--- src/rtl/rx_frame_controller.sv ---
// rx_frame_controller
// Turns the UART receiver byte stream into framed packets: SOF, LEN, LEN
// payload bytes, then an XOR checksum over LEN and the payload. A verified
// payload is replayed from an internal buffer over a valid/ready stream.
// Frame errors are reported as one-cycle pulses, and good frames are counted.
module rx_frame_controller #(
  parameter int         CLK_HZ        = 100000000,
  parameter int         BAUD          = 9600,
  parameter logic [7:0] SOF_BYTE      = 8'hA5,
  parameter int         MAX_LEN       = 16,
  parameter int         TIMEOUT_CHARS = 4
) (
  input  logic       clk_i,
  input  logic       rst_i,
  input  logic [7:0] rx_data_i,
  input  logic       rx_state_i,
  output logic [7:0] out_data_o,
  output logic       out_valid_o,
  input  logic       out_ready_i,
  output logic       out_last_o,
  output logic       frame_ok_o,
  output logic       err_chk_o,
  output logic       err_len_o,
  output logic       err_to_o,
  output logic       err_ovr_o,
  output logic [7:0] frame_cnt_o,
  output logic       busy_o
);

  // One character is 10 bit times (start + 8 data + stop).
  localparam int TIMEOUT_CYC = (CLK_HZ / BAUD) * 10 * TIMEOUT_CHARS;
  localparam int TO_W        = (TIMEOUT_CYC > 1) ? $clog2(TIMEOUT_CYC) : 1;
  localparam int IDX_W       = (MAX_LEN > 1) ? $clog2(MAX_LEN) : 1;
  localparam logic [TO_W-1:0] TO_LAST   = TO_W'(TIMEOUT_CYC - 1);
  localparam logic [7:0]      MAX_LEN_B = 8'(MAX_LEN);

  typedef enum logic [2:0] {
    S_IDLE    = 3'd0,
    S_LEN     = 3'd1,
    S_PAYLOAD = 3'd2,
    S_CHK     = 3'd3,
    S_DRAIN   = 3'd4
  } state_t;

  // Running checksum step: XOR of LEN and every payload byte.
  function automatic logic [7:0] chk_fold(input logic [7:0] acc, input logic [7:0] data);
    return acc ^ data;
  endfunction

  state_t          state_r, state_n;
  logic            tog_r;
  logic [TO_W-1:0] to_cnt_r, to_cnt_n;
  logic [7:0]      len_r, chk_r, wr_idx_r, rd_idx_r;
  logic [7:0]      buf_r [MAX_LEN];
  logic [7:0]      out_data_r, frame_cnt_r;
  logic            out_valid_r, out_last_r, busy_r;
  logic            frame_ok_r, err_chk_r, err_len_r, err_to_r, err_ovr_r;

  logic            ev_s, to_hit_s, accept_s, len_bad_s, last_wr_s, chk_match_s;
  logic [7:0]      rd_nxt_s;
  logic            ld_len_s, wr_byte_s, start_drain_s, adv_drain_s, end_drain_s;
  logic            ok_s, err_chk_s, err_len_s, err_to_s, err_ovr_s;

  // A byte event is any difference between the tracked toggle and the receiver status.
  assign ev_s        = (tog_r != rx_state_i);
  assign to_hit_s    = (to_cnt_r == TO_LAST);
  assign accept_s    = out_valid_r & out_ready_i;
  assign len_bad_s   = (rx_data_i == 8'd0) || (rx_data_i > MAX_LEN_B);
  assign last_wr_s   = (wr_idx_r == (len_r - 8'd1));
  assign chk_match_s = (rx_data_i == chk_r);
  assign rd_nxt_s    = rd_idx_r + 8'd1;

  // State register.
  always_ff @(posedge clk_i or posedge rst_i) begin
    if (rst_i) begin
      state_r <= S_IDLE;
    end else begin
      state_r <= state_n;
    end
  end

  // Next-state decode; an event always takes priority over the timeout terminal count.
  always_comb begin
    state_n       = state_r;
    to_cnt_n      = {TO_W{1'b0}};
    ld_len_s      = 1'b0;
    wr_byte_s     = 1'b0;
    start_drain_s = 1'b0;
    adv_drain_s   = 1'b0;
    end_drain_s   = 1'b0;
    ok_s          = 1'b0;
    err_chk_s     = 1'b0;
    err_len_s     = 1'b0;
    err_to_s      = 1'b0;
    err_ovr_s     = 1'b0;
    case (state_r)
      S_IDLE: begin
        if (ev_s && (rx_data_i == SOF_BYTE)) begin
          state_n = S_LEN;
        end else begin
          state_n = S_IDLE;
        end
      end
      S_LEN: begin
        if (ev_s) begin
          if (len_bad_s) begin
            err_len_s = 1'b1;
            state_n   = S_IDLE;
          end else begin
            ld_len_s = 1'b1;
            state_n  = S_PAYLOAD;
          end
        end else if (to_hit_s) begin
          err_to_s = 1'b1;
          state_n  = S_IDLE;
        end else begin
          to_cnt_n = to_cnt_r + TO_W'(1);
          state_n  = S_LEN;
        end
      end
      S_PAYLOAD: begin
        if (ev_s) begin
          wr_byte_s = 1'b1;
          if (last_wr_s) begin
            state_n = S_CHK;
          end else begin
            state_n = S_PAYLOAD;
          end
        end else if (to_hit_s) begin
          err_to_s = 1'b1;
          state_n  = S_IDLE;
        end else begin
          to_cnt_n = to_cnt_r + TO_W'(1);
          state_n  = S_PAYLOAD;
        end
      end
      S_CHK: begin
        if (ev_s) begin
          if (chk_match_s) begin
            ok_s          = 1'b1;
            start_drain_s = 1'b1;
            state_n       = S_DRAIN;
          end else begin
            err_chk_s = 1'b1;
            state_n   = S_IDLE;
          end
        end else if (to_hit_s) begin
          err_to_s = 1'b1;
          state_n  = S_IDLE;
        end else begin
          to_cnt_n = to_cnt_r + TO_W'(1);
          state_n  = S_CHK;
        end
      end
      S_DRAIN: begin
        // Bytes arriving while the buffer is being replayed are dropped.
        err_ovr_s = ev_s;
        if (accept_s) begin
          if (out_last_r) begin
            end_drain_s = 1'b1;
            state_n     = S_IDLE;
          end else begin
            adv_drain_s = 1'b1;
            state_n     = S_DRAIN;
          end
        end else begin
          state_n = S_DRAIN;
        end
      end
      default: begin
        state_n = S_IDLE;
      end
    endcase
  end

  // Toggle tracking, timeout counter, status pulses and busy flag.
  always_ff @(posedge clk_i or posedge rst_i) begin
    if (rst_i) begin
      tog_r      <= 1'b0;
      to_cnt_r   <= {TO_W{1'b0}};
      frame_ok_r <= 1'b0;
      err_chk_r  <= 1'b0;
      err_len_r  <= 1'b0;
      err_to_r   <= 1'b0;
      err_ovr_r  <= 1'b0;
      busy_r     <= 1'b0;
    end else begin
      tog_r      <= rx_state_i;
      to_cnt_r   <= to_cnt_n;
      frame_ok_r <= ok_s;
      err_chk_r  <= err_chk_s;
      err_len_r  <= err_len_s;
      err_to_r   <= err_to_s;
      err_ovr_r  <= err_ovr_s;
      busy_r     <= (state_n != S_IDLE);
    end
  end

  // Length capture, checksum accumulation and write pointer.
  always_ff @(posedge clk_i or posedge rst_i) begin
    if (rst_i) begin
      len_r    <= 8'd0;
      chk_r    <= 8'd0;
      wr_idx_r <= 8'd0;
    end else if (ld_len_s) begin
      len_r    <= rx_data_i;
      chk_r    <= rx_data_i;
      wr_idx_r <= 8'd0;
    end else if (wr_byte_s) begin
      chk_r    <= chk_fold(chk_r, rx_data_i);
      wr_idx_r <= wr_idx_r + 8'd1;
    end
  end

  // Payload buffer; contents are only meaningful between LEN and the end of DRAIN.
  always_ff @(posedge clk_i) begin
    if (wr_byte_s) begin
      buf_r[wr_idx_r[IDX_W-1:0]] <= rx_data_i;
    end
  end

  // Output stream registers and good-frame counter; data/last only move on acceptance.
  always_ff @(posedge clk_i or posedge rst_i) begin
    if (rst_i) begin
      rd_idx_r    <= 8'd0;
      out_valid_r <= 1'b0;
      out_data_r  <= 8'd0;
      out_last_r  <= 1'b0;
      frame_cnt_r <= 8'd0;
    end else if (start_drain_s) begin
      rd_idx_r    <= 8'd0;
      out_valid_r <= 1'b1;
      out_data_r  <= buf_r[{IDX_W{1'b0}}];
      out_last_r  <= (len_r == 8'd1);
      frame_cnt_r <= frame_cnt_r + 8'd1;
    end else if (adv_drain_s) begin
      rd_idx_r    <= rd_nxt_s;
      out_data_r  <= buf_r[rd_nxt_s[IDX_W-1:0]];
      out_last_r  <= (rd_nxt_s == (len_r - 8'd1));
    end else if (end_drain_s) begin
      out_valid_r <= 1'b0;
      out_last_r  <= 1'b0;
    end
  end

  assign out_data_o  = out_data_r;
  assign out_valid_o = out_valid_r;
  assign out_last_o  = out_last_r;
  assign frame_ok_o  = frame_ok_r;
  assign err_chk_o   = err_chk_r;
  assign err_len_o   = err_len_r;
  assign err_to_o    = err_to_r;
  assign err_ovr_o   = err_ovr_r;
  assign frame_cnt_o = frame_cnt_r;
  assign busy_o      = busy_r;

endmodule

--- config.mk ---
export PLATFORM = sky130hd
export DESIGN_NAME = rx_frame_controller
export DESIGN_NICKNAME = d
export VERILOG_FILES = /design/src/rtl/rx_frame_controller.sv
export SDC_FILE = /design/constraint.sdc
export NUM_CORES = 1
export LEC_CHECK = 0
export ABC_AREA = 1
export BUFFER_PORTS_ARGS = -buffer_cell sky130_fd_sc_hd__clkbuf_2
export CAP_MARGIN = 20
export CORE_UTILIZATION = 25
export CTS_CLUSTER_DIAMETER = 150
export CTS_CLUSTER_SIZE = 30
export DETAILED_ROUTE_END_ITERATION = 6
export MAX_ROUTING_LAYER = met4
export PLACE_DENSITY = 0.38
export SYNTH_ARGS = -nofsm -noshare
export SYNTH_HDL_FRONTEND = slang
export SYNTH_SLANG_ARGS = --single-unit
--- constraint.sdc ---
create_clock -name clk_i -period 6.2 [get_ports clk_i]
set_clock_uncertainty 0.15 [all_clocks]
set_input_delay 1.24 -clock clk_i [delete_from_list [all_inputs] [get_ports clk_i]]
set_output_delay 1.24 -clock clk_i [all_outputs]
set_load 0.01 [all_outputs]
# == Yosys cells after proc, flatten, opt, wreduce, memory -nomap -nowiden ==
# Memories as Yosys holds them, arrays and structs flattened.
# Cells that the tools add are included.
# totals
reg_bits,79
ram_bits,128
input_bits,12
out_inout_bits,24
wordCells,104
mem_count,1
# classes
add_sub_neg,5
magnitude_cmp,1
n_eq_ne,12
muxes,55
n_bitwise,2
reduce_logical,11
# memory_table
name,depth,width,read_ports,rd_clocked_by_memory_dff,wr,line,rtl
buf_r,16,8,2,0,1,54,logic [7:0] buf_r [MAX_LEN];
# op_table
cell,count
$mux W8,8
$mux W19,3
$mux W1,34
$add A8 B1 Y8 const B,3
$eq A8 B8 Y1,3
$add A19 B1 Y19 const B,1
$eq A19 B19 Y1 const B,1
$mux W3,6
$pmux W3 S5,1
$eq A8 B1 Y1 const B,1
$eq A8 B8 Y1 const B,1
$gt A8 B5 Y1 const B,1
$logic_not A8 Y1,1
$sub A8 B1 Y8 const B,1
$xor A8 B8 Y8,1
$eq A3 B2 Y1 const B,2
$mux W2,3
$reduce_bool A2 Y1,3
$reduce_bool A3 Y1,2
$eq A3 B1 Y1 const B,1
$eq A3 B3 Y1 const B,1
$logic_not A3 Y1,1
$reduce_or A3 Y1,1
$ne A2 B1 Y1 const B,1
other kinds (5),5

# == Logic depth before layout (Yosys ltp) ==
# Gate-level depths: netlist (run 1).
# depth
ltp_word,6
depth_mapped,13
ltp_nobuf,12

# == Worst setup path after synthesis (run 1) ==
# OpenSTA, ideal clock, no wires.
# synth_timing
path_kind,input port to flip-flop
startpoint,input rx_state_i
endpoint,memory buf_r[7][0] (enable)
setup_ns,0.383
arrival_time_ns,2.313
required_time_ns,5.667
path_slack_ns,3.354
stages,4
n_path_buf,0
path_cell_list,xnor2_2 nor2_1 nand2_1 nor3_1
# synth_between
elab_chain_len,5
# synth_lines
item,line,rtl
from (decl),16,"input logic rx_state_i,"
$ne A1 B1 Y1,65,assign ev_s = (tog_r != rx_state_i);
$mux W1,122,if (ev_s) begin
$mux W1,96,case (state_r)
$mux W1,217,if (wr_byte_s) begin
$mux W1 (not written as such),218,buf_r[wr_idx_r[IDX_W-1:0]] <= rx_data_i;
to (decl),54,
# No other way between the ends.

# == Final worst setup path (run 1) ==
# layout_timing
startpoint,input rx_state_i
endpoint,register wr_idx_r[6]
# layout_between
elab_chain_len,4
word_cells_on_any_way,7
cone_classes,1 x eq/ne; 5 x mux; 1 x reduce/logical
# layout_lines
item,line,rtl
$ne A1 B1 Y1 (*),65,
$mux W1 (on tied branches),"105, 122",
$mux W1,96,
$mux W8 or $reduce_bool A2 Y1 (tied branches),--,
to (signal assigned),211,wr_idx_r <= wr_idx_r + 8'd1;
to (decl),53,"logic [7:0] len_r, chk_r, wr_idx_r, rd_idx_r;"
# Mark *: on every way between the ends. The rest lies on a longest branch, timed or not.
# A chain may end at the register's enable or synchronous reset.

==> results.txt, run 1 <==
----------------------------------------------------
[Floorplan]
  Die Outline Area ... 38590 um2
  Row count ... 70
  Area of the core region ... 36870 um2
  X dimension of the die ... 196.4 um
  I/O pin total ... 36
  Initial Util ... 25.63%
  Die height ... 196.4 um

[Critical path]
  Endpoint required time on the critical path ... 6.41 ns
  Critical Path Start Type ... primary input
  Last element of the critical path ... wr_idx_r[6]
  Critical path, cell by cell ... clkbuf_2, xnor2_2, nor2_1, nand2_1, nor2_2, nand2_1, nor3b_1, nor3_1
  Arrival time reported for the critical path endpoint ... 3.48 ns
  Beginning of the critical path ... rx_state_i
  Critical path endpoint category ... flip-flop
  Depth of the worst register-to-register path ... 9
  Maximum fanout along the worst path ... 12
  Reg2Reg Launch Point ... rd_idx_r[0]
  Reg-to-Reg End ... out_data_o[5]
  Largest stage delay, worst path ... 0.60 ns
  Slack of the worst reg-to-reg path ... 3.12 ns
  Worst setup path class ... primary input to flip-flop
  Most frequent cell on the critical path ... sky130_fd_sc_hd__nand2_1
  Critical Path Slowest Stage Cell ... sky130_fd_sc_hd__nor2_1

[Global routing]
  Number of global-route vias before repair ... 6700
  Maximum number of pins on one net before global-route repair ... 68
  Antenna violations before repair ... 0
  Remaining Overflow, GRT ... 0
  Wire length of the first global-routing pass ... 39.81 mm
  Overall routing resource usage ... 13.91%

[Power and ir drop]
  Internal portion of total power ... 1.953 mW
  Fraction of power spent switching nets ... 25.74%
  Leakage ... 4.097 nW
  PD cells ... 251.8 nW/um2
  Design Power ... 2.630 mW
  Register share of total power ... 60.8%
  Worst VDD drop ... 0.1405 mV
  Relative contribution of the clock network to total power ... 30.1%
  Net switching power ... 0.6771 mW
  Gate power share ... 9.1%

[Drt]
  DR iter-0 viols ... 482
  Drt first pass iters ... 5
  Vias per Instance ... 4.459
  Avg WL per Cell ... 17.10 um
  Residual DRC count ... 0
  Final routed wirelength across all metal layers ... 25.42 mm
  ANT nets after route ... 0
  Number of vias in the routed layout ... 6626

[Worst hold path]
  Kind of path behind the tightest hold check ... flip-flop to flip-flop

[Timing]
  Min setup slack post-route ... 2.933 ns
  Fin crit period ... 3.267 ns
  Fin crit share ... 52.69%
  Final Slew Violations ... 0
  Measured slew at the worst slew-check pin ... 0.8398 ns
  Relative slew slack ... 43.81%
  Maximum clock frequency ... 306.1 MHz
  Unrepaired setup endpoints after global routing ... no
  Setup total negative slack ... 0 ns
  Number of setup violations in the final report ... 0
  Count of endpoints failing hold in the final timing report ... 0

[Logic synthesis]
  Netlist cell types ... 41
  Cells after synthesis ... 957
  Net count after synthesis ... 978
  Proportion of synthesized chip area in sequential cells ... 61.58%
  Syn Std Cell Area ... 9452 um2
  Post-synthesis area per instance ... 9.876 um2
  Post-synthesis register bit count ... 207
  Cell taking the most area after synthesis ... sky130_fd_sc_hd__edfxtp_1
  Area share of the largest cell type after synthesis ... 40.67%
  Area contributors post-synth ... sky130_fd_sc_hd__edfxtp_1 41%, sky130_fd_sc_hd__dfrtp_1 21%, sky130_fd_sc_hd__nand2_1 7.1%
  Synth Warn # ... 0

[Cells and area]
  Leading cell types in the layout, fill and taps excluded ... 178 x sky130_fd_sc_hd__nand2_1, 176 x sky130_fd_sc_hd__nor2_1, 128 x sky130_fd_sc_hd__edfxtp_1, 81 x sky130_fd_sc_hd__o21ai_0, 78 x sky130_fd_sc_hd__dfrtp_1
  Final #Nets ... 999
  Layout Cell Area excl Fill ... 10450 um2
  Multi-input logic area ... 3214 um2
  Sequential cell area ... 5822 um2
  Fillers ... 3928
  Area added between synthesis and finish ... 10.51%
  Commonest non-fill, non-tap cell in the layout ... sky130_fd_sc_hd__nand2_1
  Fraction of final layout cells with drive strength greater than 1 ... 7.841%
  Antenna diodes ... 0

[Clock network]
  PostCTS Resize Cnt ... 0
  Number of buffers created by CTS ... 10
  Clock-pin transition on the worst setup and hold timing paths ... 0.12 ns
  CTS tree ... built
  Skew-Pair Late Insertion Delay ... 0.48 ns
  Maximum level of the CTS H-tree ... 1
  Hold_buf cts ... 0
  Buffers inserted during post-CTS setup optimization ... 0
  Root Buffer ... sky130_fd_sc_hd__clkbuf_16
  Maximum buffer depth of the clock tree ... 3
  Clock net sink count ... 207

[Job]
  Max-cap violations ... 0

[Placed design]
  Final RePlAce weighted congestion ... 0.7764
  Placed wire-length estimate ... 16.38 mm
  Placement Cell Area ... 10140 um2
  IO buf count ... 35
  Setup Slack @ Placement ... 2.229 ns

[Outcome]
  Outcome ... finished, final reports clean

----------------------------------------------------
[per-stage QoR]
step / hold WS, ns / util (%) / std cells
2_1_floorplan: 0.3039 / - / 957
3_3_place_gp: 0.3273 / 27.51 / 1469
3_5_place_dp: 0.3268 / 27.51 / 1469
4_1_cts: 0.3577 / 28.31 / 1485
5_1_grt: 0.3823 / 28.33 / 1486
6_report: 0.3469 / 28.33 / 1486
[worst max-delay path, delay by kind of cell]
kind / cells / cell delay (ns)
and+or+nand+nor: 6 / 1.93
xor gates and xnor gates: 1 / 0.19
buffers and inverters: 1 / 0.11
[final cells by class]
cell class	count	area share, %
Inverter	69	2.516
Clock buffer	15	2.779
Tap cell	504	6.037
Clock inverter	1	0.04792
Sequential cell	207	55.74
Timing Repair Buffer	41	2.108
Multi-Input combinational cell	649	30.77
[synth_stat cells (all sizes together)]
library cell and n:
a211oi 1, a21oi 8, a31oi 2, and2 1, buf 20, clkbuf 12, dfrtp 79, edfxtp 128
ha 9, inv 69, nand2 180, nand3 68, nand3b 1, nand4 13, nor2 181, nor3 18
nor3b 3, nor4 4, o211ai 32, o21a 1, o21ai 83, o21bai 1, o22ai 6, o31ai 1
or2 1, xnor2 12, xor2 23
[per-layer routing]
metal	part of all wire, %	GRT usage (%)	routed length (um)	vias up
met4	1.3	3.009	329	0
met5	0	-	0	-
li1	-	-	-	3276
met3	2.6	1.266	666	17
met1	48	18.67	12220	3265
met2	48	22.83	12200	68
[worst min path at each step]
| stage | from | endpoint | slack [ns] | cells after the start |
|---|---|---|---|---|
| floorplan | to_cnt_r[0] | to_cnt_r[0] | 0.30 | 1 |
| global placement | out_data_o[2] | out_data_o[2] | 0.33 | 2 |
| detailed placement | out_data_o[5] | out_data_o[5] | 0.33 | 2 |
| CTS | out_data_o[5] | out_data_o[5] | 0.36 | 2 |
| global route | to_cnt_r[0] | to_cnt_r[0] | 0.38 | 1 |
| finish | out_data_o[5] | out_data_o[5] | 0.35 | 2 |
[flip-flops by register name (all words and copies together) (netlist names)]
name	flops
out_valid_o	1
tog_r	1
out_data_o	8
err_to_o	1
len_r	8
chk_r	8
buf_r	128
busy_o	1
err_ovr_o	1
wr_idx_r	8
rd_idx_r	8
err_len_o	1
out_last_o	1
frame_ok_o	1
state_r	3
err_chk_o	1
frame_cnt_o	8
to_cnt_r	19
[kinds of logic after synthesis]
group | after synthesis | share of synthesized area (%)
simple gates | 470 | 21.06
compound gates | 135 | 8.208
flops | 207 | 61.58
buf+inv | 101 | 4.435
xor+xnor | 35 | 3.521
fa+ha+maj | 9 | 1.191
[power by group through the flow]
stage / combinational [mW] / sequential [mW] / clock, mW
after global routing: 0.280 / 1.61 / 0.860
after global placement: 0.247 / 1.63 / 0
after CTS: 0.247 / 1.60 / 0.826
final: 0.240 / 1.60 / 0.790
after floorplan: 0.165 / 1.62 / 0
after detailed placement: 0.246 / 1.63 / 0
Note: power is estimated with default switching activity, not from simulation.
==> run 2: changes to the inputs <==
==> constraint.sdc (replaced) <==
create_clock -name clk_i -period 3.32 [get_ports clk_i]
set_clock_uncertainty 0.15 [all_clocks]
set_input_delay 0.664 -clock clk_i [delete_from_list [all_inputs] [get_ports clk_i]]
set_output_delay 0.664 -clock clk_i [all_outputs]
set_load 0.01 [all_outputs]
==> run 2 against run 1 <==
- cell count increased by 2.2%
- design area up 2.7%
- sequential cell count unchanged
- wire length is 3.0% higher
- register-to-register slack got worse by 2.1 ns
- hold slack got worse by 0.23 ns
- count of clock-buffer cells in the layout unchanged
- core utilization up 0.75 points
- clock power rose by 85%
- die area unchanged
- largest cell class unchanged
==> results.txt, run 2 (synthesis results as in run 1) <==
----------------------------------------------------
[Clock network]
  Hold_buf cts ... 0 (unchanged)
  Clock-pin transition on the worst setup and hold timing paths ... 0.12 ns (about the same)
  CTS tree ... built (unchanged)
  PostCTS Resize Cnt ... 0 (unchanged)
  Maximum buffer depth of the clock tree ... 3 (unchanged)
  Clock net sink count ... 207 (unchanged)
  Skew-Pair Late Insertion Delay ... 0.48 ns (about the same)
  Buffers inserted during post-CTS setup optimization ... 0 (unchanged)
  Root Buffer ... sky130_fd_sc_hd__clkbuf_16 (unchanged)
  Maximum level of the CTS H-tree ... 1 (unchanged)
  Number of buffers created by CTS ... 10 (unchanged)

[Drt]
  ANT nets after route ... 0 (unchanged)
  Avg WL per Cell ... 17.24 um (was 17.10 um)
  DR iter-0 viols ... 362 (was 482)
  Number of vias in the routed layout ... 6657 (was 6626)
  Final routed wirelength across all metal layers ... 26.17 mm (was 25.42 mm)
  Residual DRC count ... 0 (unchanged)
  Drt first pass iters ... 6 (was 5)
  Vias per Instance ... 4.385 (was 4.459)

[Timing]
  Maximum clock frequency ... 426.0 MHz
  Count of endpoints failing hold in the final timing report ... 0 (unchanged)
  Setup total negative slack ... 0 ns (unchanged)
  Final Slew Violations ... 0 (unchanged)
  Unrepaired setup endpoints after global routing ... no (unchanged)
  Measured slew at the worst slew-check pin ... 0.7741 ns (was 0.8398 ns)
  Fin crit period ... 2.348 ns
  Relative slew slack ... 48.34% (was 43.81%)
  Min setup slack post-route ... 0.9725 ns (was 2.933 ns)
  Fin crit share ... 70.71%
  Worst hold slack across all endpoints ... 0.1155 ns (was 0.3469 ns)
  Number of setup violations in the final report ... 0 (unchanged)

[Power and ir drop]
  Relative contribution of the clock network to total power ... 29.6% (was 30.1%)
  Net switching power ... 1.263 mW (was 0.6771 mW)
  Gate power share ... 9.8% (was 9.1%)
  Register share of total power ... 60.6% (was 60.8%)
  Leakage ... 4.275 nW (was 4.097 nW)
  PD cells ... 459.8 nW/um2 (was 251.8 nW/um2)
  Fraction of power spent switching nets ... 25.61% (was 25.74%)
  Worst VDD drop ... 0.2704 mV (was 0.1405 mV)
  Design Power ... 4.931 mW (was 2.630 mW)
  Internal portion of total power ... 3.668 mW (was 1.953 mW)

[Floorplan]
  Area of the core region ... 36870 um2 (unchanged)
  Die height ... 196.4 um (unchanged)
  Die Outline Area ... 38590 um2 (unchanged)
  Initial Util ... 25.63% (unchanged)
  X dimension of the die ... 196.4 um (unchanged)
  Row count ... 70 (unchanged)
  I/O pin total ... 36 (unchanged)

[Cells and area]
  Leading cell types in the layout, fill and taps excluded ... 178 x sky130_fd_sc_hd__nand2_1, 176 x sky130_fd_sc_hd__nor2_1, 128 x sky130_fd_sc_hd__edfxtp_1, 81 x sky130_fd_sc_hd__o21ai_0, 78 x sky130_fd_sc_hd__dfrtp_1 (unchanged)
  Area added between synthesis and finish ... 13.45% (was 10.51%)
  Final instance count without filler cells ... 1518 (was 1486)
  Fraction of final layout cells with drive strength greater than 1 ... 10.75% (was 7.841%)
  Max reg flops ... 128 (unchanged)
  Commonest non-fill, non-tap cell in the layout ... sky130_fd_sc_hd__nand2_1 (unchanged)
  Final #Nets ... 1031 (was 999)
  Antenna diodes ... 0 (unchanged)

[Critical path]
  Worst setup path class ... flip-flop to flip-flop (was primary input to flip-flop)
  Critical path endpoint category ... flip-flop (unchanged)
  Critical Path Start Type ... flip-flop (was primary input)
  Endpoint required time on the critical path ... 3.55 ns (was 6.41 ns)
  Maximum fanout along the worst path ... 37 (was 12)
  Arrival time reported for the critical path endpoint ... 2.58 ns (was 3.48 ns)

[Placed design]
  Final RePlAce weighted congestion ... 0.7700 (was 0.7764)
  Placed wire-length estimate ... 17.82 mm (was 16.38 mm)
  Placed cell count ... 1502 (was 1469)
  IO buf count ... 35 (unchanged)
  Setup Slack @ Placement ... 0.7057 ns (was 2.229 ns)

[Global routing]
  Remaining Overflow, GRT ... 0 (unchanged)
  Overall routing resource usage ... 14.32% (was 13.91%)
  Wire length of the first global-routing pass ... 40.98 mm (was 39.81 mm)
  Maximum number of pins on one net before global-route repair ... 67 (was 68)
  Number of global-route vias before repair ... 6602 (was 6700)
  Antenna violations before repair ... 0 (unchanged)

[Job]
  Max-cap violations ... 0 (unchanged)

[Outcome]
  Outcome ... finished, final reports clean (unchanged)

[Worst hold path]
  Kind of path behind the tightest hold check ... primary input to async pin (was flip-flop to flip-flop)

----------------------------------------------------
[run 2: changes by cell type in the layout (fill, tap and decap cells not counted)]
cell and change:
sky130_fd_sc_hd__buf_4 +30, sky130_fd_sc_hd__buf_12 +3, sky130_fd_sc_hd__clkbuf_4 -1
[run 2: path summary, 6_finish.rpt]
kind / slack, ns / to / depth (start not counted) / startpoint
setup / recovery: 0.97 / out_data_o[0] / 9 / rd_idx_r[0]
hold / removal: 0.12 / frame_cnt_o[6] / 2 / rst_i
setup reg to reg: 0.97 / out_data_o[0] / 9 / rd_idx_r[0]
hold reg to reg: 0.35 / to_cnt_r[0] / 1 / to_cnt_r[0]
max in group asynchronous: 2.24 / to_cnt_r[1] / 3 / rst_i
min in group clk_i: 0.17 / tog_r / 1 / rx_state_i
[run 2: metrics by stage]
stage / utilization [%] / cell area (um2)
finish: 29.08 / 10720
floorplan: - / 9452
global route: 29.08 / 10720
CTS: 29.08 / 10720
detailed placement: 28.28 / 10430
global placement: 28.28 / 10430
[run 2: power by group through the flow]
| stage | registers, mW | logic [mW] | clock network (mW) |
|---|---|---|---|
| 6_report | 2.99 | 0.483 | 1.46 |
| 5_1_grt | 3.01 | 0.555 | 1.60 |
| 4_1_cts | 2.99 | 0.498 | 1.53 |
| 3_5_place_dp | 3.05 | 0.496 | 0 |
| 3_3_place_gp | 3.05 | 0.498 | 0 |
| 2_1_floorplan | 3.02 | 0.308 | 0 |
[run 2: routing by layer]
metal,vias to the layer above,share of wire (%),GRT usage (%)
li1,3336,-,-
met1,3252,49,19.86
met2,54,48,23.25
met3,15,2.2,1.181
met4,0,0.83,2.170
met5,-,0,-
[run 2: area by class of cell]
type                    count  area (um2)
clock inverters             1       5.005
inverters                  69       262.8
well taps                 504       630.6
flip-flops and latches    207        5822
repair buffers             73       498.0
fillers                  3871       26150
clock buffers              15       290.3
multi-input cells         649        3214
[run 2: worst max-delay path, cell delays in order (launching register included)]
cell and delay (ns):
sky130_fd_sc_hd__dfrtp_2 0.39, sky130_fd_sc_hd__buf_4 0.34, sky130_fd_sc_hd__inv_2 0.24, sky130_fd_sc_hd__buf_12 0.24
sky130_fd_sc_hd__o21ai_0 0.29, sky130_fd_sc_hd__o211ai_1 0.19, sky130_fd_sc_hd__nand3_1 0.18, sky130_fd_sc_hd__nand2_1 0.06
sky130_fd_sc_hd__nand2_1 0.06, sky130_fd_sc_hd__nand3_1 0.07
